### src/rtl/md_unit_pkg.sv
// md_unit_pkg: shared CPU definitions for the multiply/divide unit.
//   md_op_e    : E-stage multiply/divide-class operation encodings.
//   md_state_e : multiply/divide FSM states.
//   XLEN       : architectural data width of HI/LO and operands.
package md_unit_pkg;

  localparam int XLEN = 32;

  typedef enum logic [2:0] {
    OP_MULT  = 3'd0,
    OP_MULTU = 3'd1,
    OP_DIV   = 3'd2,
    OP_DIVU  = 3'd3,
    OP_MTHI  = 3'd4,
    OP_MTLO  = 3'd5,
    OP_RSV6  = 3'd6,
    OP_RSV7  = 3'd7
  } md_op_e;

  typedef enum logic [1:0] {
    ST_IDLE = 2'd0,
    ST_MUL  = 2'd1,
    ST_DIV  = 2'd2,
    ST_FIX  = 2'd3
  } md_state_e;

  // Counter start values: 4 multiply cycles, 32 divide steps.
  localparam logic [4:0] MUL_CNT_INIT = 5'd3;
  localparam logic [4:0] DIV_CNT_INIT = 5'd31;

endpackage

### src/rtl/md_unit_if.sv
// md_unit_if: request/result bundle between the E stage and md_unit.
//   start  : operation valid this cycle (master -> slave)
//   md_op  : operation code, see md_op_e (master -> slave)
//   a, b   : rs / rt operands (master -> slave)
//   busy   : operation in progress (slave -> master)
//   done   : one-cycle pulse when HI/LO take a mult/div result (slave -> master)
//   hi, lo : architectural HI/LO registers (slave -> master)
interface md_unit_if;
  import md_unit_pkg::*;

  logic            start;
  logic [2:0]      md_op;
  logic [XLEN-1:0] a;
  logic [XLEN-1:0] b;
  logic            busy;
  logic            done;
  logic [XLEN-1:0] hi;
  logic [XLEN-1:0] lo;

  modport master (output start, md_op, a, b, input busy, done, hi, lo);
  modport slave  (input start, md_op, a, b, output busy, done, hi, lo);
endinterface

### src/rtl/md_unit_div_iter.sv
// div_iter: unsigned restoring divider datapath, one quotient bit per step.
//   clk, rst   : clock, synchronous active-high reset
//   i_load     : load dividend/divisor magnitudes, clear remainder
//   i_step     : perform one shift-subtract step
//   i_dividend : dividend magnitude
//   i_divisor  : divisor magnitude
//   o_quot     : quotient after DATA_W steps
//   o_rem      : remainder after DATA_W steps
module div_iter #(
  parameter int DATA_W = 32
) (
  input  logic              clk,
  input  logic              rst,
  input  logic              i_load,
  input  logic              i_step,
  input  logic [DATA_W-1:0] i_dividend,
  input  logic [DATA_W-1:0] i_divisor,
  output logic [DATA_W-1:0] o_quot,
  output logic [DATA_W-1:0] o_rem
);

  logic [DATA_W-1:0] r_rem;
  logic [DATA_W-1:0] r_quot;
  logic [DATA_W-1:0] r_dvsr;
  logic [DATA_W:0]   w_trial;
  logic [DATA_W:0]   w_diff;

  // The quotient register doubles as the dividend shifter: its MSB feeds the
  // partial remainder and quotient bits enter at the LSB.  The remainder is
  // always below the divisor, so a 33-bit difference suffices and its MSB
  // means "trial below divisor, restore".
  assign w_trial = {r_rem, r_quot[DATA_W-1]};
  assign w_diff  = w_trial - {1'b0, r_dvsr};

  always_ff @(posedge clk) begin
    if (rst) begin
      r_rem  <= '0;
      r_quot <= '0;
      r_dvsr <= '0;
    end else if (i_load) begin
      r_rem  <= '0;
      r_quot <= i_dividend;
      r_dvsr <= i_divisor;
    end else if (i_step) begin
      if (!w_diff[DATA_W]) begin
        r_rem  <= w_diff[DATA_W-1:0];
        r_quot <= {r_quot[DATA_W-2:0], 1'b1};
      end else begin
        r_rem  <= w_trial[DATA_W-1:0];
        r_quot <= {r_quot[DATA_W-2:0], 1'b0};
      end
    end
  end

  assign o_quot = r_quot;
  assign o_rem  = r_rem;

endmodule

### src/rtl/md_unit.sv
// md_unit: MIPS-style HI/LO multiply/divide unit.
//   clk, rst : clock, synchronous active-high reset
//   bus      : md_unit_if.slave
//              start/md_op/a/b in; busy/done/hi/lo out
// MULT/MULTU take 4 busy cycles, DIV/DIVU take 33 (32 steps plus a sign
// fix-up cycle).  MTHI/MTLO write HI/LO directly from IDLE.  HI/LO change
// only when a whole result is ready; done pulses in the first IDLE cycle.
module md_unit
  import md_unit_pkg::*;
(
  input  logic       clk,
  input  logic       rst,
  md_unit_if.slave   bus
);

  md_state_e       r_state;
  md_state_e       w_next;
  logic [4:0]      r_cnt;
  logic            r_busy;
  logic            r_done;
  logic [XLEN-1:0] r_hi;
  logic [XLEN-1:0] r_lo;
  logic [XLEN-1:0] r_ma;
  logic [XLEN-1:0] r_mb;
  logic            r_msigned;
  logic            r_neg_q;
  logic            r_neg_r;

  logic w_ld_mul;
  logic w_ld_div;
  logic w_step;
  logic w_dec;
  logic w_wr_mul;
  logic w_wr_fix;
  logic w_wr_mthi;
  logic w_wr_mtlo;

  logic            w_div_signed;
  logic [XLEN-1:0] w_abs_a;
  logic [XLEN-1:0] w_abs_b;
  logic [XLEN-1:0] w_quot;
  logic [XLEN-1:0] w_rem;
  logic signed [2*XLEN-1:0] w_ma_x;
  logic signed [2*XLEN-1:0] w_mb_x;
  logic signed [2*XLEN-1:0] w_prod;

  function automatic logic [XLEN-1:0] cond_neg(input logic [XLEN-1:0] v,
                                                input logic            en);
    return en ? (~v + {{(XLEN-1){1'b0}}, 1'b1}) : v;
  endfunction

  // FSM state register
  always_ff @(posedge clk) begin
    if (rst) r_state <= ST_IDLE;
    else     r_state <= w_next;
  end

  // FSM next state and datapath controls
  always_comb begin
    w_next    = r_state;
    w_ld_mul  = 1'b0;
    w_ld_div  = 1'b0;
    w_step    = 1'b0;
    w_dec     = 1'b0;
    w_wr_mul  = 1'b0;
    w_wr_fix  = 1'b0;
    w_wr_mthi = 1'b0;
    w_wr_mtlo = 1'b0;
    case (r_state)
      ST_IDLE: begin
        if (bus.start) begin
          case (md_op_e'(bus.md_op))
            OP_MULT, OP_MULTU: begin
              w_ld_mul = 1'b1;
              w_next   = ST_MUL;
            end
            OP_DIV, OP_DIVU: begin
              w_ld_div = 1'b1;
              w_next   = ST_DIV;
            end
            OP_MTHI: w_wr_mthi = 1'b1;
            OP_MTLO: w_wr_mtlo = 1'b1;
            default: ;
          endcase
        end
      end
      ST_MUL: begin
        if (r_cnt == 5'd0) begin
          w_wr_mul = 1'b1;
          w_next   = ST_IDLE;
        end else begin
          w_dec = 1'b1;
        end
      end
      ST_DIV: begin
        w_step = 1'b1;
        if (r_cnt == 5'd0) w_next = ST_FIX;
        else               w_dec  = 1'b1;
      end
      ST_FIX: begin
        w_wr_fix = 1'b1;
        w_next   = ST_IDLE;
      end
      default: w_next = ST_IDLE;
    endcase
  end

  // Divide operands enter the iterator as magnitudes; signs are restored in FIX.
  assign w_div_signed = (bus.md_op == OP_DIV);
  assign w_abs_a      = cond_neg(bus.a, w_div_signed & bus.a[XLEN-1]);
  assign w_abs_b      = cond_neg(bus.b, w_div_signed & bus.b[XLEN-1]);

  div_iter #(.DATA_W(XLEN)) u_div_iter (
    .clk        (clk),
    .rst        (rst),
    .i_load     (w_ld_div),
    .i_step     (w_step),
    .i_dividend (w_abs_a),
    .i_divisor  (w_abs_b),
    .o_quot     (w_quot),
    .o_rem      (w_rem)
  );

  // Extending each operand to 64 bits by its signedness makes the low 64 bits
  // of one multiply correct for both MULT and MULTU.
  assign w_ma_x = $signed({{XLEN{r_msigned & r_ma[XLEN-1]}}, r_ma});
  assign w_mb_x = $signed({{XLEN{r_msigned & r_mb[XLEN-1]}}, r_mb});
  assign w_prod = w_ma_x * w_mb_x;

  // Counter, operand latches, HI/LO and status flags
  always_ff @(posedge clk) begin
    if (rst) begin
      r_cnt     <= '0;
      r_busy    <= 1'b0;
      r_done    <= 1'b0;
      r_hi      <= '0;
      r_lo      <= '0;
      r_ma      <= '0;
      r_mb      <= '0;
      r_msigned <= 1'b0;
      r_neg_q   <= 1'b0;
      r_neg_r   <= 1'b0;
    end else begin
      r_busy <= (w_next != ST_IDLE);
      r_done <= w_wr_mul | w_wr_fix;

      if (w_ld_mul) begin
        r_ma      <= bus.a;
        r_mb      <= bus.b;
        r_msigned <= (bus.md_op == OP_MULT);
        r_cnt     <= MUL_CNT_INIT;
      end else if (w_ld_div) begin
        // A zero divisor keeps the all-ones quotient un-negated.
        r_neg_q <= w_div_signed & (bus.a[XLEN-1] ^ bus.b[XLEN-1]) & (bus.b != '0);
        r_neg_r <= w_div_signed & bus.a[XLEN-1];
        r_cnt   <= DIV_CNT_INIT;
      end else if (w_dec) begin
        r_cnt <= r_cnt - 5'd1;
      end

      if (w_wr_mul) begin
        r_hi <= w_prod[2*XLEN-1:XLEN];
        r_lo <= w_prod[XLEN-1:0];
      end else if (w_wr_fix) begin
        r_hi <= cond_neg(w_rem, r_neg_r);
        r_lo <= cond_neg(w_quot, r_neg_q);
      end else begin
        if (w_wr_mthi) r_hi <= bus.a;
        if (w_wr_mtlo) r_lo <= bus.a;
      end
    end
  end

  assign bus.busy = r_busy;
  assign bus.done = r_done;
  assign bus.hi   = r_hi;
  assign bus.lo   = r_lo;

endmodule

### src/flat_wrapper.sv
// flat-port wrapper written by rule: the top's interface ports become plain ports
module md_unit_flat import md_unit_pkg::*;
  (clk, rst, bus_start, bus_md_op, bus_a, bus_b, bus_busy, bus_done, bus_hi, bus_lo);
  md_unit_if bus_i ();
  input  logic clk;
  input  logic rst;
  input wire logic [$bits(bus_i.start)-1:0] bus_start;
  input wire logic [$bits(bus_i.md_op)-1:0] bus_md_op;
  input wire logic [$bits(bus_i.a)-1:0] bus_a;
  input wire logic [$bits(bus_i.b)-1:0] bus_b;
  output wire logic [$bits(bus_i.busy)-1:0] bus_busy;
  output wire logic [$bits(bus_i.done)-1:0] bus_done;
  output wire logic [$bits(bus_i.hi)-1:0] bus_hi;
  output wire logic [$bits(bus_i.lo)-1:0] bus_lo;
  assign bus_i.start = bus_start;
  assign bus_i.md_op = bus_md_op;
  assign bus_i.a = bus_a;
  assign bus_i.b = bus_b;
  assign bus_busy = bus_i.busy;
  assign bus_done = bus_i.done;
  assign bus_hi = bus_i.hi;
  assign bus_lo = bus_i.lo;
  md_unit u_core (.clk(clk), .rst(rst), .bus(bus_i));
endmodule
### config.mk
export PLATFORM = sky130hd
export DESIGN_NAME = md_unit_flat
export DESIGN_NICKNAME = d
export VERILOG_FILES = /design/src/rtl/md_unit_pkg.sv /design/src/rtl/md_unit_if.sv /design/src/rtl/md_unit_div_iter.sv /design/src/rtl/md_unit.sv /design/src/flat_wrapper.sv
export SDC_FILE = /design/constraint.sdc
export NUM_CORES = 2
export LEC_CHECK = 0
export BUFFER_PORTS_ARGS = -buffer_cell sky130_fd_sc_hd__buf_2
export CAP_MARGIN = 20
export CORE_MARGIN = 3
export CORE_UTILIZATION = 60
export DETAILED_ROUTE_END_ITERATION = 10
export GPL_ROUTABILITY_DRIVEN = 0
export PLACE_DENSITY = 0.92
export SLEW_MARGIN = 10
export SYNTH_ARGS = -nofsm -noshare
export SYNTH_HDL_FRONTEND = slang
export SYNTH_SLANG_ARGS = --single-unit
### constraint.sdc
create_clock -name clk -period 7.41 [get_ports clk]
set_clock_uncertainty 0.1 [all_clocks]
set_input_delay 0.3705 -clock clk [delete_from_list [all_inputs] [get_ports clk]]
set_output_delay 0.3705 -clock clk [all_outputs]
set_load 0.02 [all_outputs]
==> key figures, run 1 <==
Outcome
  – Stage reached: global routing
  – Error: [ERROR GRT-0116] Global routing finished with congestion. Check the congestion regions in the DRC Viewer.
  – Outcome: aborted with a tool error

Placement
  – DP HPWL: 139000 µm
  – Placed Area: roughly 57000 µm²
  – Port Buffers: between 100 and 150

Synth
  – Synth Flop Type: dfxtp_1
  – Syn Nets: about 7400
  – Cell taking the most area after synthesis: fa_1
  – Synth async-reset ratio: 0%
  – Synth area leaders: fa_1 43%, dfxtp_1 9.1%, inv_1 8.5%
  – EDFF count, synth: 0
  – Synth warnings: 0
  – Distinct cells, synth: 79
  – Register area share after synthesis: about 9.1%
  – Cell Area, Synth: 51900 µm²
  – Yosys reg bits: 236
  – Post-synth top area share: 43.4%
  – Gate Count Post-Synth: 5977
  – Syn_area_per_cell: 8.69 µm²

Floorplanning
  – Starting Density: around 61%
  – Die width: 300 µm
  – Die height: approximately 300 µm
  – I/O pin cnt: 136
  – Site Rows: around 110

GRT
  – Largest net degree at the start of global routing: ~110
  – Total global-route track usage: ~55%
  – Total grt overflow: 8
  – First-pass GRT wire length: between 300000 and 400000 µm
  – Number of global-route vias before repair: around 61000

Clock tree
  – Clk sinks: between 200 and 250
  – CTS H-Tree Depth: 1
  – Root buf cell: clkbuf_16
  – Num CTS Buffers: 26
  – Maximum clock insertion buffer count: 3
layer usage:
metal	GRT overflow	track usage (%)
met1	0	53.5
met2	3	70.0
met3	0	44.5
met4	5	55.0
met5	0	18.1
cells in the mapped netlist, types with 12 or more instances:
library cell	count
a211oi_1	151
a21o_1	47
a21oi_1	226
a311oi_1	14
a31oi_1	15
and2_1	371
and3_1	28
buf_1	14
clkbuf_1	341
dfxtp_1	236
fa_1	1126
ha_1	253
inv_1	1170
mux2i_1	63
nand2_1	927
nand2b_1	14
nand3_1	31
nand4_1	19
nor2_1	251
nor2b_1	18
nor3_1	63
nor4_1	15
o21ai_0	116
o21bai_1	13
o22ai_1	12
o31ai_1	32
o41ai_1	18
or2_2	18
or3_1	20
or4_1	19
xnor2_1	102
xor2_1	115
through the flow:
| step | instances | hold slack [ns] | setup TNS [ns] | setup WS, ns |
|---|---|---|---|---|
| CTS | 7485 | 0.0141 | -6.42 | -0.442 |
| floorplan | 5977 | 0.338 | -0.0416 | -0.0368 |
| global placement | 7386 | 0.355 | -7.21 | -0.452 |
| detailed placement | 7386 | 0.354 | -18.08 | -0.781 |
timing repair:
action / 4_1_cts
buffers inserted: 43
cloned: 5
hold buffers: 5
hold endpoints to repair: 5
pin swaps: 102
gates resized for setup: 212
setup endpoints to repair: 42
logic make-up after synthesis:
family / after synthesis / share of synthesized area [%]
simple gates: 1817 / 16.2
flops: 236 / 9.10
xor+xnor: 218 / 3.69
mux: 64 / 1.24
buf+inv: 1532 / 11.2
fa+ha+maj: 1379 / 49.5
compound gates: 731 / 9.14
==> inputs of run 2 (changes only) <==
Settings changed: CORE_UTILIZATION 60 to 40, PLACE_DENSITY 0.92 to unset, PLACE_DENSITY_LB_ADDON set to 0.15.
Clock period 7.41 ns to 9.6 ns, I/O delays scaled along.
==> run 2 against run 1 <==
The run now ends clean. Synthesized cell count stayed put. Synthesized area stayed put.
==> key figures, run 2 <==
Drt
  – WL final: between 150000 and 200000 µm
  – Drt pass-1 iters: 5
  – Routed Antenna Nets: 0
  – DRT iter0 DRCs: 2806
  – Routed WL per cell: about 21 µm
  – Via count: approximately 40000
  – DRC viols: 0
  – Via density: between 5 and 6

Floorplanning
  – I/O pin cnt: 136 (unchanged)
  – Starting Density: 40.5% (-20 points)
  – Die area: 134000 µm²
  – Die width: 366 µm (+22%)
  – Core Region: approximately 130000 µm²
  – Site Rows: 131 (+22%)
  – Die height: 366 µm (+22%)

Clock tree
  – CTS H-Tree Depth: 1 (unchanged)
  – Latest clock arrival within the worst-skew pair: between 0.5 and 0.6 ns
  – Count of hold-fix buffers inserted at cts: 0 (-5)
  – Clk sinks: 236 (unchanged)
  – Root buf cell: clkbuf_16
  – Worst-path clk slew: roughly 0.07 ns
  – Maximum clock insertion buffer count: 3 (unchanged)
  – Setup bufs post-CTS: 0 (-100%)
  – CTS tree: done
  – Resized cells post-CTS: 0 (-100%)
  – Num CTS Buffers: 28 (+7.7%)

Synth
  – Synth Flop Type: dfxtp_1
  – Syn Nets: 7426 (unchanged)
  – Cell taking the most area after synthesis: fa_1
  – Synth async-reset ratio: 0% (unchanged)
  – Distinct cells, synth: 79 (unchanged)
  – Mux contribution to synthesized area: 1.24% (unchanged)
  – Synth top cells by count: 1170 x inv_1, 1126 x fa_1, 927 x nand2_1
  – Synth area leaders: fa_1 43%, dfxtp_1 9.1%, inv_1 8.5%
  – Post-synthesis xor/xnor area fraction: 3.69% (unchanged)
  – Yosys reg bits: 236 (unchanged)
  – Cell Area, Synth: 51900 µm² (unchanged)
  – Largest family of logic cells by synthesized area: adder cells
  – Syn_area_per_cell: 8.69 µm² (unchanged)
  – Post-synth top area share: 43.4% (unchanged)
  – Gate Count Post-Synth: 5977 (unchanged)
  – EDFF count, synth: 0 (unchanged)
  – Register area share after synthesis: 9.10% (unchanged)
  – Cell with the most instances after synthesis: inv_1
  – Compound-cell area share of the yosys netlist: 9.14% (unchanged)
  – Synth warnings: 0 (unchanged)
  – Adder-cell share of the synthesized area: 49.5% (unchanged)
  – Simple-gate area share of the yosys netlist: 16.2% (unchanged)

Finish
  – Final instance area: between 50000 and 60000 µm²
  – Final Non-Filler Cells: roughly 7700
  – Most frequent cells in the layout: 1170 x inv_1, 1126 x fa_1, 927 x nand2_1, 370 x and2_1, 251 x ha_1
  – Nets: approximately 7400
  – Area added between synthesis and finish: 6.60%
  – Number of fill cells: roughly 13000
  – Reg area: 4730 µm²
  – Layout cells sized above 1: 5.98%
  – Commonest non-fill, non-tap cell in the layout: inv_1
  – Multi-input gate area: ~41000 µm²

Critical path
  – Worst EP arrival: around 9.4 ns
  – CP max stage cell: o41ai_1
  – Largest stage delay, worst path: 1.00 ns
  – Top Family by Delay on Critical Path: adder cells
  – Crit path buf inv count: 6
  – Critical path depth in cells: 24
  – Critical Path, Cell by Cell: buf_4 -> and2_1 -> fa_1 -> fa_1 -> inv_1 -> fa_1 -> fa_1 -> fa_1 -> inv_1 -> fa_1 -> fa_1 -> inv_1 -> fa_1 -> inv_1 -> ha_1 -> nand2_1 -> or3_1 -> o41ai_1 -> a311oi_1 -> buf_4 -> o2111ai_1 -> a31oi_1 -> xor2_1 -> o22ai_1
  – CP most frequent cell: fa_1
  – Startpoint types: register
  – Crit. End Element: register
  – Crit Path Class: reg -> reg
  – Worst-path fanout max: 19
  – Worst EP required: 9.93 ns
  – Worst reg2reg setup slack: 0.50 ns
  – R2R depth: 24

Timing
  – Hold_ws: 0.0998 ns
  – Final Hold Violating Endpoints: 0
  – Final period util: a little over nine tenths
  – Rel. slew slack: 22.3%
  – Crit path time final: 9.10 ns
  – RSZ-0062 raised after global routing: false
  – Peak Freq: roughly 0.11 GHz
  – Worst-Margin Slew: about 1.2 ns
  – Slew Limit Fails: 0
  – Final worst setup slack: between 0.4 and 0.5 ns
  – Final setup violation count: 0
  – Setup TNS: 0 ns

Power and ir drop
  – Clock network power share: about a fifth
  – Seq pwr share: a little over a quarter
  – Sw Ratio: a little under half
  – Leakage: about 26 nW
  – Worst VDD drop: between 300 and 400 µV
  – Combinational Power Share: a little over half
  – P_int: around 2.8 mW
  – Net switching power: approximately 2.4 mW
  – Cell area power density: 94.7 nW/µm²

GRT
  – Number of global-route vias before repair: approximately 42000
  – Met3 Use GR: between 1 and 1.5%
  – First-pass GRT wire length: 256000 µm
  – Met2 usage: 43.0%
  – Largest net degree at the start of global routing: 84
  – Global routing's busiest layer: met2
  – Total global-route track usage: 24.5%
  – GRT met1 Usage: 32.5%
  – Initial antenna violation count: 5
  – Total grt overflow: 0

Min path
  – Worst hold path class: in -> reg
  – Hold Path Cell Cnt: 3

Outcome
  – Outcome: complete, no violations

Placement
  – Cells after DPL: 7615 (+3.1%)
  – DP HPWL: 135000 µm (-2.6%)
  – Placed Area: 54400 µm² (-5.0%)
  – Post-Place Setup Slack: 0.647 ns (+1.43 ns)
  – Port Buffers: 135 (unchanged)

Flow run
  – Maxcap violations: 0
[run 2: cell counts after synthesis]
Identical to the previous run, type by type.
[run 2: layer usage]
metal | vias to the layer above | part of all wire, % | routed length, µm
met5 | - | 0 | 0
met4 | 0 | 3.6 | 5920
met3 | 219 | 3.5 | 5690
met2 | 897 | 51 | 82500
met1 | 21000 | 42 | 68800
li1 | 18100 | - | -
[run 2: through the flow]
stage          power, mW  util [%]
2_1_floorplan       3.37         -
3_3_place_gp        4.13      42.5
3_5_place_dp        4.15      42.5
4_1_cts             5.24      43.2
5_1_grt             5.57      43.2
6_report            5.24      43.2
[run 2: area by class of cell]
type	instances	area share, %
Sequential cell	236	8.54
Clock buffer	37	1.40
Tap cell	1729	3.91
Clock inverter	9	0.172
Timing Repair Buffer	272	3.10
Multi-Input combinational cell	4209	74.9
Antenna cell	4	0.0181
Inverter	1170	7.94
[run 2: cells by family (layout without fill, tap and decap cells)]
family,count (synthesis),in the layout
compound gates,731,731
xor+xnor,218,218
fa+ha+maj,1379,1379
buf+inv,1532,1488
flops,236,236
mux,64,64
other cells,0,4
simple gates,1817,1817
[run 2: path summary, 6_finish.rpt]
| check | to | startpoint |
|---|---|---|
| worst max-delay path | u_core.bus.hi[30] | u_core.r_mb[9] |
| worst min-delay path | u_core.r_mb[21] | bus_b[21] |
| worst max register to register | u_core.bus.hi[30] | u_core.r_mb[9] |
| worst min register to register | u_core.r_mb[25] | u_core.r_mb[25] |
[run 2: worst register-to-register path: stages (launching register included)]
cell       delay (ns)
dfxtp_1          0.85
buf_4            0.41
and2_1           0.20
fa_1             0.42
fa_1             0.55
inv_1            0.06
fa_1             0.44
fa_1             0.53
fa_1             0.60
inv_1            0.06
fa_1             0.45
fa_1             0.49
inv_1            0.05
fa_1             0.49
inv_1            0.05
ha_1             0.42
nand2_1          0.07
or3_1            0.42
o41ai_1          1.00
a311oi_1         0.23
buf_4            0.22
o2111ai_1        0.32
a31oi_1          0.15
xor2_1           0.28
o22ai_1          0.11
[run 2: power groups by stage]
stage,combinational (mW),clock (mW),sequential (mW)
after floorplan,2.01,0,1.35
after global placement,2.71,0,1.42
after detailed placement,2.72,0,1.43
after CTS,2.74,1.10,1.40
after global routing,3.02,1.13,1.43
final,2.75,1.08,1.41
No activity file was read; power rests on OpenSTA's default activity.
